## config.mk

```make
export PLATFORM = sky130hd
export DESIGN_NAME = xvec2_md_sequencer
export DESIGN_NICKNAME = d
export VERILOG_FILES = /design/src/rtl/xvec2_md_sequencer_pkg.sv /design/src/rtl/xvec2_md_sequencer.sv
export SDC_FILE = /design/constraint.sdc
export NUM_CORES = 1
export LEC_CHECK = 0
export CAP_MARGIN = 20
export CORE_UTILIZATION = 45
export CTS_CLUSTER_SIZE = 28
export DETAILED_ROUTE_END_ITERATION = 6
export PLACE_DENSITY = 0.81
export SETUP_SLACK_MARGIN = 0.5
export SYNTH_ARGS = -nofsm -noshare
export SYNTH_HDL_FRONTEND = slang
export SYNTH_SLANG_ARGS = --single-unit
```

## constraint.sdc

```tcl
create_clock -name clk -period 2.02 [get_ports clk]
set_input_delay 0.505 -clock clk [delete_from_list [all_inputs] [get_ports clk]]
set_output_delay 0.505 -clock clk [all_outputs]
set_load 0.01 [all_outputs]
```

## src/rtl/xvec2_md_sequencer_pkg.sv

```systemverilog
// Shared types and encodings for the xvec2 vector mul/div sequencer.
// Operation/output-select encodings mirror the scalar mul/div unit.
package xvec2_md_sequencer_pkg;

    localparam int MD_OP_WIDTH      = 2;
    localparam int MD_OUT_SEL_WIDTH = 2;

    localparam logic [MD_OP_WIDTH-1:0] MD_OP_MUL = 2'd0;
    localparam logic [MD_OP_WIDTH-1:0] MD_OP_DIV = 2'd1;
    localparam logic [MD_OP_WIDTH-1:0] MD_OP_REM = 2'd2;

    localparam logic [MD_OUT_SEL_WIDTH-1:0] MD_OUT_SEL_LO  = 2'd0;
    localparam logic [MD_OUT_SEL_WIDTH-1:0] MD_OUT_SEL_HI  = 2'd1;
    localparam logic [MD_OUT_SEL_WIDTH-1:0] MD_OUT_SEL_REM = 2'd2;

    localparam int SEQ_STATE_WIDTH = 3;

    typedef enum logic [SEQ_STATE_WIDTH-1:0] {
        SEQ_IDLE  = 3'd0,
        SEQ_ISSUE = 3'd1,
        SEQ_WAIT  = 3'd2,
        SEQ_DONE  = 3'd3,
        SEQ_DRAIN = 3'd4
    } seq_state_e;

    // Controls latched once per vector and replayed for every element.
    typedef struct packed {
        logic [MD_OP_WIDTH-1:0]      op;
        logic [MD_OUT_SEL_WIDTH-1:0] out_sel;
        logic                        in_1_signed;
        logic                        in_2_signed;
    } md_ctrl_t;

endpackage

```

## src/rtl/xvec2_md_sequencer.sv

```systemverilog
// Runs one vector mul/div as NUM_ELEMS back-to-back scalar operations on a
// shared multi-cycle unit, gathering element results into a packed vector.
module xvec2_md_sequencer
    import xvec2_md_sequencer_pkg::*;
#(
    parameter int NUM_ELEMS  = 2,
    parameter int ELEM_WIDTH = 32,
    parameter int IDX_WIDTH  = (NUM_ELEMS > 2) ? $clog2(NUM_ELEMS) : 1
) (
    input  logic                            clk,
    input  logic                            reset_n,
    input  logic                            req_valid,
    output logic                            req_ready,
    input  logic [MD_OP_WIDTH-1:0]          req_op,
    input  logic [MD_OUT_SEL_WIDTH-1:0]     req_out_sel,
    input  logic                            req_in_1_signed,
    input  logic                            req_in_2_signed,
    input  logic [NUM_ELEMS*ELEM_WIDTH-1:0] req_in_1,
    input  logic [NUM_ELEMS*ELEM_WIDTH-1:0] req_in_2,
    input  logic                            kill,
    output logic                            resp_valid,
    input  logic                            resp_ready,
    output logic [NUM_ELEMS*ELEM_WIDTH-1:0] resp_result,
    output logic                            md_req_valid,
    input  logic                            md_req_ready,
    output logic [MD_OP_WIDTH-1:0]          md_req_op,
    output logic [MD_OUT_SEL_WIDTH-1:0]     md_req_out_sel,
    output logic                            md_req_in_1_signed,
    output logic                            md_req_in_2_signed,
    output logic [ELEM_WIDTH-1:0]           md_req_in_1,
    output logic [ELEM_WIDTH-1:0]           md_req_in_2,
    input  logic                            md_resp_valid,
    input  logic [ELEM_WIDTH-1:0]           md_resp_result,
    output logic                            busy
);

    typedef logic [NUM_ELEMS-1:0][ELEM_WIDTH-1:0] vec_t;

    localparam logic [IDX_WIDTH-1:0] LAST_IDX = IDX_WIDTH'(NUM_ELEMS - 1);

    seq_state_e           state;
    logic [IDX_WIDTH-1:0] idx;
    md_ctrl_t             ctrl_q;
    vec_t                 in_1_q;
    vec_t                 in_2_q;
    vec_t                 res_q;

    // All handshake outputs decode straight from the state register; only
    // req_ready also looks at kill so a killed cycle never accepts.
    assign req_ready    = (state == SEQ_IDLE) && !kill;
    assign resp_valid   = (state == SEQ_DONE);
    assign md_req_valid = (state == SEQ_ISSUE);
    assign busy         = (state != SEQ_IDLE);

    assign resp_result        = res_q;
    assign md_req_op          = ctrl_q.op;
    assign md_req_out_sel     = ctrl_q.out_sel;
    assign md_req_in_1_signed = ctrl_q.in_1_signed;
    assign md_req_in_2_signed = ctrl_q.in_2_signed;
    assign md_req_in_1        = in_1_q[idx];
    assign md_req_in_2        = in_2_q[idx];

    always_ff @(posedge clk or negedge reset_n) begin
        if (!reset_n) begin
            state  <= SEQ_IDLE;
            idx    <= '0;
            ctrl_q <= '0;
            in_1_q <= '0;
            in_2_q <= '0;
            res_q  <= '0;
        end else begin
            case (state)
                SEQ_IDLE: begin
                    if (req_valid && req_ready) begin
                        ctrl_q <= '{op: req_op, out_sel: req_out_sel,
                                   in_1_signed: req_in_1_signed,
                                   in_2_signed: req_in_2_signed};
                        in_1_q <= req_in_1;
                        in_2_q <= req_in_2;
                        idx    <= '0;
                        state  <= SEQ_ISSUE;
                    end
                end
                SEQ_ISSUE: begin
                    // A kill racing the handshake leaves a unit op in flight.
                    if (kill)
                        state <= md_req_ready ? SEQ_DRAIN : SEQ_IDLE;
                    else if (md_req_ready)
                        state <= SEQ_WAIT;
                end
                SEQ_WAIT: begin
                    if (md_resp_valid) begin
                        if (kill) begin
                            state <= SEQ_IDLE;
                        end else begin
                            res_q[idx] <= md_resp_result;
                            if (idx == LAST_IDX) begin
                                state <= SEQ_DONE;
                            end else begin
                                idx   <= idx + IDX_WIDTH'(1);
                                state <= SEQ_ISSUE;
                            end
                        end
                    end else if (kill) begin
                        state <= SEQ_DRAIN;
                    end
                end
                SEQ_DONE: begin
                    if (kill || resp_ready)
                        state <= SEQ_IDLE;
                end
                SEQ_DRAIN: begin
                    if (md_resp_valid)
                        state <= SEQ_IDLE;
                end
                default: state <= SEQ_IDLE;
            endcase
        end
    end

endmodule

```

* After elaboration in Yosys (flattened, before gate mapping) *
Cells that the tools add are included.

word-level totals
  output and inout bits = 138
  latch bits = 0
  register bits after elaboration = 202
  bits of input ports = 173
  bits in writable memories = 0
  logic and storage cells = 62
  bits in read-only memories = 0
  memories = 0

operators by class
  multiplexer cells = 23
  multipliers = 0
  divide/modulo/power cells = 0
  reductions and logical operators = 12
  eq/ne operators = 11
  shifts and indexed selects = 0
  add/sub/neg operators = 1
  bitwise gates (word level) = 1
  order comparisons = 2

operators with widths
  cell                  number
  $mux W32              5
  $bwmux W64            1
  $demux W32 S1         1
  $mux W3               8
  $pmux W3 S5           1
  $eq A3 B2 Y1 const B  2
  $ne A2 B2 Y1 const B  3
  $reduce_and A5 Y1     1
  $mux W1               4
  $mux W2               2
  $ne A2 B1 Y1 const B  2
  $reduce_and A4 Y1     1
  $eq A3 B1 Y1 const B  1
  $eq A3 B3 Y1 const B  1
  $logic_and A1 B1 Y1   3
  $logic_not A3 Y1      1
  $ne A3 B2 Y1 const B  1
  $ne A3 B3 Y1 const B  1
  $reduce_and A3 Y1     1
  $reduce_bool A3 Y1    1
  $lt A1 B2 Y1 const B  1
  $pmux W1 S2           1
  $reduce_and A2 Y1     1
  $reduce_bool A2 Y1    1
  5 further kinds       5

* Depth between registers and ports, before layout *
Gate-level depths: netlist of run 1.

  depth after elaboration = 5
  gate-level depth with buffers = 7
  gate-level depth less buffers = 4

* Least setup slack after synthesis of run 1 *
OpenSTA, ideal clock, no wires.

  path kind = flip-flop to output port
  start = register idx
  end = output md_req_in_1[12]
  slack = 0.074 ns
  arrival = 1.441 ns
  stages on the path, launching flop included = 4
  path through = dfrtp_1 buf_1 clkbuf_1 mux2_2

on the way
  longest elaborated chain between the ends = 2

RTL lines
  item                                         RTL line                   text
  start: declaration                           xvec2_md_sequencer.sv:42   logic [IDX_WIDTH-1:0] idx;
  start signal: assignment                     xvec2_md_sequencer.sv:100  idx <= idx + IDX_WIDTH'(1);
  $mux W32 (not written as such) (2 in a row)  xvec2_md_sequencer.sv:60   assign md_req_in_1 = in_1_q[idx];
  end: declaration                             xvec2_md_sequencer.sv:30   output logic [ELEM_WIDTH-1:0] md_req_in_1,

Every way passes these cells. The select of a mux whose other input is x is not followed.

* Worst setup path in the final report of run 1 *
  start = register idx
  end = output md_req_in_1[16]

The elaborated chain is that of the path after synthesis.

==> results of run 1 <==
## worst reg2reg max path: stages (launching register included)
cell and delay [ps]:
dfrtp_1 410, or3_4 430, buf_6 130, nor2_4 100, buf_6 120, buf_12 150, nand2_8 130, clkbuf_16 270
mux2_4 300
## per-layer routing
metal / track usage / routed length [um] / part of all wire / vias up
li1: - / - / - / 2835
met1: 0.292 / 11100 / 0.35 / 3357
met2: 0.505 / 16500 / 0.53 / 329
met3: 0.0779 / 2440 / 0.078 / 86
met4: 0.0844 / 1170 / 0.038 / 0
met5: 0 / 0 / 0 / -
## repair_timing
action / 4_1_cts / 5_1_grt
cloned: 12 / 19
setup buffers: 62 / 49
pin swaps: 4 / 5
hold buffers: 1 / 0
hold endpoints to repair: 44 / 0
endpoints found under the setup margin: 337 / 340
gates resized for setup: 725 / 55
## layout make-up
class                           count  area (um^2)  share of cell area
Inverter                            2         7.51            0.000501
Clock inverter                      2         10.0            0.000668
Tap cell                          234          293              0.0195
Multi-Input combinational cell    294         3860               0.257
Sequential cell                   202         5060               0.337
Clock buffer                       37          688              0.0459
Timing Repair Buffer              479         5080               0.339
## cells in the mapped netlist, drive strengths merged
cell,count,area (um^2)
nor4b,1,8.76
mux2,262,3130
dfrtp,202,5050
o21a,1,7.51
and4,1,8.76
o21ai,1,5.00
nor2,4,22.5
nor3,1,5.00
o21bai,1,7.51
nand4b,1,8.76
nand2,4,22.5
nand3,3,15.0
mux2i,3,30.0
buf,26,171
o31ai,1,7.51
a21o,1,7.51
inv,2,7.51
nor2b,1,6.26
or3,2,17.5
clkbuf,5,18.8
a21boi,1,7.51
nor3b,1,7.51
nand4,1,6.26
## cells by family after synthesis
group,synth area share
muxes,0.368
and+or+nand+nor,0.0150
AOI/OAI and AO/OA,0.00495
buffers and inverters,0.0230
DFF,0.589
## through the flow
stage          total power [W]  utilization  TNS [ps]
4_1_cts                 0.0229        0.749    -17840
5_1_grt                 0.0257        0.802    -33180
3_3_place_gp            0.0168        0.666    -21690
3_5_place_dp            0.0173        0.666    -25360
2_1_floorplan           0.0126            -         0
6_report                0.0247        0.802    -28540
## report_power, final
| part | switching (W) | internal (W) |
|---|---|---|
| Combinational | 0.00480 | 0.00869 |
| Sequential | 0.00126 | 0.00598 |
| Clock | 0.00167 | 0.00231 |
## state kept, by name (all words and copies together) (netlist names)
name,flops
in_1_q,64
in_2_q,64
resp_result,64
state,3
md_req_op,2
md_req_out_sel,2
idx,1
md_req_in_1_signed,1
md_req_in_2_signed,1
## final timing paths
path / to / start
max in group asynchronous: in_1_q[40]$_DFFE_PN0P_ / reset_n
hold / removal: in_1_q[2]$_DFFE_PN0P_ / in_1_q[2]$_DFFE_PN0P_
setup / recovery: md_req_in_1[16] / idx$_DFFE_PN0P_
min in group asynchronous: resp_result[31]$_DFFE_PN0P_ / reset_n
setup reg to reg: in_2_q[1]$_DFFE_PN0P_ / state[1]$_DFFE_PN0P_
hold reg to reg: in_1_q[2]$_DFFE_PN0P_ / in_1_q[2]$_DFFE_PN0P_
==> out/qor.json, run 1 <==
{
  "syn_inst": 526,
  "crit_slowest_cell": "dfrtp_4",
  "path_cells": "buf_4, buf_6, buf_16, mux2_4, buf_6",
  "fin_worst_hold_slack_ps": 500,
  "grt_usage": 0.270,
  "setup_ws_pre_cts_ps": -421,
  "power.density_cell_area_nw_per_um2": 1650,
  "worst_path_most_repeated_cell": "buf_6",
  "cts_htree_levels": 1,
  "finalInstanceArea_um2": 15000,
  "1st_pass_router_iterations": 5,
  "final.setup.worst_slack_ps": -363,
  "dr.first_iter.drc_count": 242,
  "antenna_cells": 0,
  "cts.clk_slew.worst_paths_ps": 60,
  "syn2layout_area_growth_pct": 74.6,
  "final_max_slew_viol_count": 0,
  "timing.slew.headroom": 0.403,
  "timing.critical_path.from_type": "flop",
  "cts_buffers": 22,
  "layout.cells.most_common_list": "dfrtp_1, clkdlybuf4s50_1, mux2_4",
  "synth-seq-area-share": 0.589,
  "drt_drc_violations_left": 0,
  "finalSetupViolations": 196,
  "grt_pass1_wl_um": 40500,
  "synthesis.nets": 699,
  "first_global_vias": 7065,
  "max_freq_ghz": 0.420,
  "critPathTopFamily": "buffers and inverters",
  "pin_count": 311,
  "gpl.final_weighted_congestion": 0.805,
  "routed_wl_um": 31200,
  "final.period_utilization": 1.18,
  "report.final.hold_viol_count": 0,
  "grt_max_degree": 53,
  "status": "finished with violations",
  "grt_overflow": 0,
  "cpPeakStageDelay_ps": 520,
  "final_cell_count_no_fill": 1250,
  "yosys_warnings": 0,
  "holdPathStages": 1,
  "rsz0062_at_grt": "true",
  "core_um2": 18700,
  "tightestPinTransition_ps": 894,
  "worstPathRequired_ps": 1510,
  "initial_core_util": 0.459,
  "regToRegSetupSlack_ps": -140,
  "nets": 1174,
  "die-height_um": 140,
  "timing_worst_setup_path_type": "flop to primary output",
  "max_cap_viol_count": 0,
  "routed_wire_length_per_instance_um": 25.0,
  "timing.reg2reg.worst_path_depth": 8,
  "row_count": 50,
  "synthesis.area_um2": 8590,
  "via_per_inst": 5.29,
  "critical_path_peak_fanout": 6,
  "clk_path_buf_depth": 3,
  "crit_cells": 5,
  "critical_path_arrival_ps": 1880,
  "timing.clock.skew_ps": 10.4,
  "dp_cell_count": 1068,
  "cellLeakagePower_nw": 7.31,
  "synth.lib_cells_used.distinct": 30,
  "cp_num_buf_inv": 4,
  "flip_flop_and_latch_count_after_synthesis": 202,
  "clkSinkCount": 202,
  "fp.dieArea_um2": 19600,
  "clk_root_buffer_cell": "clkbuf_16",
  "insertion_delay_to_the_later_sink_of_the_worst_skew_pair_ps": 500,
  "die_w_um": 140,
  "hpwl_um": 16400,
  "grt_antenna_before_repair": 0,
  "setup.worst_path.end_class": "primary output",
  "nFillCells": 938,
  "vdd.ir_drop.worst_mv": 0.992,
  "syn_area_cell_um2": 16.3,
  "final_antenna_net_count": 0,
  "routed-via-count": 6607,
  "post-route-min-period_ps": 2380,
  "min-delay-path-class": "flop to flop",
  "place_area_um2": 12500,
  "drive_gt1_frac": 0.606,
  "portBuffers": 310,
  "failed_checks": "negative setup slack",
  "layout_commonest_cell": "dfrtp_1",
  "tritoncts": "done"
}
No activity file was read; power rests on OpenSTA's default activity.
==> inputs of run 2 (changes only) <==
- GPL_ROUTABILITY_DRIVEN: default -> 0
==> results of run 2 <==
The final DEF is identical to that of run 1; final timing and power are the same.
==> inputs of run 3 (changes only) <==
- ABC_AREA: default -> 1
- CTS_CLUSTER_DIAMETER: default -> 40
- HOLD_SLACK_MARGIN: default -> 0.06
- PLACE_DENSITY: 0.81 -> 0.8
==> out/qor.json, run 3 <==
{
  "final_cell_count_no_fill": {"value": 1838, "change": "+47%"},
  "register_area": {"value": 5060, "unit": "um^2", "change": "about the same"},
  "final.setup.worst_slack": {"value": -322, "unit": "ps", "change": "+40.8 ps"},
  "cts_htree_levels": {"value": 1, "change": "unchanged"},
  "final_antenna_net_count": {"value": 0, "change": "unchanged"},
  "timing.clock.skew": {"value": 18.8, "unit": "ps", "change": "+8.36 ps"},
  "grt_overflow": {"value": 0, "change": "unchanged"},
  "routed-via-count": {"value": 10800, "change": "+63%"},
  "multiInputGateArea": {"value": 5040, "unit": "um^2", "change": "+31%"},
  "clkSinkCount": {"value": 202, "change": "unchanged"},
  "nets": {"value": 1725, "change": "+47%"},
  "synth-edff-count": {"value": 0, "change": "unchanged"},
  "via_per_inst": {"value": 5.86, "change": "+11%"},
  "yosys-top-cells-area": "dfrtp_1, nand2_1, nand3_1",
  "row_count": {"value": 50, "change": "unchanged"},
  "drive_gt1_frac": {"value": 0.475, "change": "-0.131"},
  "grt_usage": {"value": 0.304, "change": "+0.0336"},
  "synthArstFlopShare": {"value": 1.00, "change": "unchanged"},
  "final_max_slew_viol_count": {"value": 0, "change": "unchanged"},
  "hpwl": {"value": 18300, "unit": "um", "change": "+11%"},
  "synthesis.nets": {"value": 1281, "change": "+83%"},
  "timing.slew.headroom": {"value": 0.685, "change": "+0.282"},
  "clock_power_share": {"value": 0.215, "change": "+0.054"},
  "critical_path_arrival": {"value": 1840, "unit": "ps", "change": "-40 ps"},
  "setup.worst_path.end_class": "primary output",
  "max_cap_viol_count": {"value": 0, "change": "unchanged"},
  "post-synth-top-area-cell": "dfrtp_1",
  "grt_pass1_wl": {"value": 47700, "unit": "um", "change": "+18%"},
  "yosys_warnings": {"value": 0, "change": "unchanged"},
  "power.density_cell_area": {"value": 1540, "unit": "nW/um^2", "change": "-6.4%"},
  "tightestPinTransition": {"value": 473, "unit": "ps", "change": "-421 ps"},
  "post_synth_xor_area_fraction": {"value": 0, "change": "unchanged"},
  "clk_root_buffer_cell": "clkbuf_16",
  "syn_inst": {"value": 1108, "change": "+110%"},
  "report.final.hold_viol_count": {"value": 0, "change": "unchanged"},
  "initial_core_util": {"value": 0.464, "change": "+0.00491"},
  "synth-seq-area-share": {"value": 0.577, "change": "-0.0120"},
  "netlist_top_cells_count": "nand2_1, dfrtp_1, nand3_1",
  "p_sw": {"value": 0.0104, "unit": "W", "change": "+35%"},
  "power.switching_fraction": {"value": 0.396, "change": "+0.0825"},
  "synth.top_cell.area_share": {"value": 0.577, "change": "-0.0120"},
  "insertion_delay_to_the_later_sink_of_the_worst_skew_pair": {"value": 570, "unit": "ps", "change": "+70 ps"},
  "cellLeakagePower": {"value": 8.70, "unit": "nW", "change": "+19%"},
  "nFillCells": {"value": 763, "change": "-19%"},
  "synthesis.area": {"value": 8770, "unit": "um^2", "change": "+2.1%"},
  "critical_path_peak_fanout": {"value": 8, "change": "+2"},
  "fp.dieArea": {"value": 20000, "unit": "um^2", "change": "+2.1%"},
  "failed_checks": "negative setup slack",
  "die_w": {"value": 142, "unit": "um", "change": "+1.0%"},
  "core": {"value": 18900, "unit": "um^2", "change": "+1.0%"},
  "pin_count": {"value": 311, "change": "unchanged"},
  "layout.cells.most_common_list": "nand2_1, nand2_2, dfrtp_1",
  "power_report.internal_total": {"value": 0.0159, "unit": "W", "change": "-6.1%"},
  "first_global_vias": {"value": 9235, "change": "+31%"},
  "die-height": {"value": 142, "unit": "um", "change": "+1.0%"},
  "layout_commonest_cell": "nand2_1",
  "synth_top_family_by_area": "simple AND/OR/NAND/NOR gates",
  "routed_wire_length_per_instance": {"value": 23.9, "unit": "um", "change": "-4.2%"},
  "final_core_util": {"value": 0.904, "change": "+0.103"},
  "cts.clk_slew.worst_paths": {"value": 60, "unit": "ps", "change": "about the same"},
  "synth_flop_cell": "dfrtp_1",
  "dp_cell_count": {"value": 1651, "change": "+55%"},
  "grt_max_degree": {"value": 87, "change": "+64%"},
  "flip_flop_and_latch_count_after_synthesis": {"value": 202, "change": "unchanged"},
  "synth-compound-area-share": {"value": 0.0200, "change": "+0.0150"},
  "worstPathRequired": {"value": 1510, "unit": "ps", "change": "about the same"},
  "combinationalPowerShare": {"value": 0.500, "change": "-0.046"},
  "1st_pass_router_iterations": {"value": 5, "change": "unchanged"},
  "timing.critical_path.from_type": "flop",
  "clk_path_buf_depth": {"value": 3, "change": "unchanged"},
  "min-delay-path-class": "input pin to flop",
  "routed_wl": {"value": 43900, "unit": "um", "change": "+41%"},
  "setup_tns": {"value": -15330, "unit": "ps", "change": "+13,210 ps"},
  "portBuffers": {"value": 310, "change": "unchanged"},
  "synth.most_common_cell": "nand2_1",
  "tritoncts": "done",
  "syn_area_cell": {"value": 7.91, "unit": "um^2", "change": "-52%"},
  "pwr-share-seq": {"value": 0.284, "change": "-0.009"},
  "finalSetupViolations": {"value": 66, "change": "-66%"},
  "final.period_utilization": {"value": 1.16, "change": "-0.0202"},
  "drt_drc_violations_left": {"value": 0, "change": "unchanged"},
  "report.power.total": {"value": 0.0264, "unit": "W", "change": "+6.7%"},
  "synth.lib_cells_used.distinct": {"value": 20, "change": "-33%"},
  "max_freq": {"value": 0.427, "unit": "GHz", "change": "+1.7%"},
  "rsz0062_at_grt": "true",
  "post-route-min-period": {"value": 2340, "unit": "ps", "change": "-40.8 ps"},
  "synth-simple-area-share": {"value": 0.361, "change": "+0.346"},
  "syn2layout_area_growth_pct": 94.8,
  "cts_buffers": {"value": 31, "change": "+41%"},
  "timing_worst_setup_path_type": "flop to primary output",
  "post_synth_mux_area_share": {"value": 0, "change": "-0.368"},
  "status": "finished with violations",
  "vdd.ir_drop.worst": {"value": 1.01, "unit": "mV", "change": "+1.8%"},
  "grt_antenna_before_repair": {"value": 1, "change": "+1"},
  "dr.first_iter.drc_count": {"value": 749, "change": "+210%"},
  "synth_fa_ha_area_frac": {"value": 0, "change": "unchanged"}
}
[run 3: cell count changes in the layout (fill, tap and decap cells not counted), moves of 45 or more]
cell / before / now
nand2_1: 1 / 290
nand2_2: 1 / 216
nand2_4: 0 / 126
nand3_1: 3 / 112
buf_4: 91 / 46
mux2_4: 155 / 0
mux2_2: 107 / 0
[run 3: worst paths after layout]
check | startpoint | end | slack, ps | depth (start not counted)
max | idx$_DFFE_PN0P_ | md_req_in_1[24] | -320 | 6
min | req_valid | in_1_q[27]$_DFFE_PN0P_ | 410 | 3
max reg2reg | idx$_DFFE_PN0P_ | resp_result[48]$_DFFE_PN0P_ | 90 | 10
min reg2reg | in_1_q[30]$_DFFE_PN0P_ | in_1_q[30]$_DFFE_PN0P_ | 480 | 2
max in group asynchronous | reset_n | in_2_q[40]$_DFFE_PN0P_ | 870 | 3
min in group asynchronous | reset_n | in_2_q[9]$_DFFE_PN0P_ | 470 | 2
[run 3: final cells by class]
type / count / share of cell area
Clock buffer: 40 / 0.0515
Clock inverter: 16 / 0.0124
Antenna cell: 3 / 0.000439
Timing Repair Buffer: 481 / 0.322
Inverter: 11 / 0.00315
Multi-Input combinational cell: 825 / 0.295
Tap cell: 260 / 0.0190
Sequential cell: 202 / 0.296
[run 3: power groups by stage]
stage          combinational, W  sequential [W]  clock, W
2_1_floorplan           0.00356         0.00673         0
3_5_place_dp            0.00787         0.00671         0
4_1_cts                 0.00872         0.00678   0.00557
5_1_grt                  0.0138         0.00761   0.00587
3_3_place_gp            0.00770         0.00663         0
6_report                 0.0132         0.00749   0.00568
[run 3: kinds of logic (layout without fill, tap and decap cells)]
logic type      after synthesis  after routing
compound gates               35             35
flops                       202            202
simple gates                788            790
buf+inv                      83            548
other cells                   0              3
[run 3: worst max-delay path: stages (launching register included)]
cell,delay [ps]
dfrtp_4,530
buf_12,190
buf_12,130
buf_16,140
nand2_2,70
nand2_1,70
buf_2,140
[run 3: what timing repair did]
item | in CTS | in global routing
resized for setup | 705 | 544
setup buffers | 41 | 33
pin swaps | 21 | 89
hold buffers | 1 | 0
gates cloned | 13 | 40
setup endpoints to repair | 337 | 340
endpoints found under the hold margin | 40 | 0
[run 3: through the flow]
| step | instance area, um^2 | worst slack, ps | hold WS (ps) |
|---|---|---|---|
| 2_1_floorplan | 8780 | 461 | 209 |
| 3_3_place_gp | 12400 | -139 | 453 |
| 3_5_place_dp | 12400 | -138 | 459 |
| 4_1_cts | 14100 | -271 | 377 |
| 5_1_grt | 17100 | -381 | 417 |
| 6_report | 17100 | -322 | 408 |
[run 3: layer usage]
layer | vias to the layer above | routed length, um | track usage
met1 | 5206 | 14500 | 0.367
li1 | 4401 | - | -
met4 | 0 | 3750 | 0.149
met3 | 314 | 4060 | 0.0692
met2 | 845 | 21700 | 0.513
met5 | - | 0 | 0
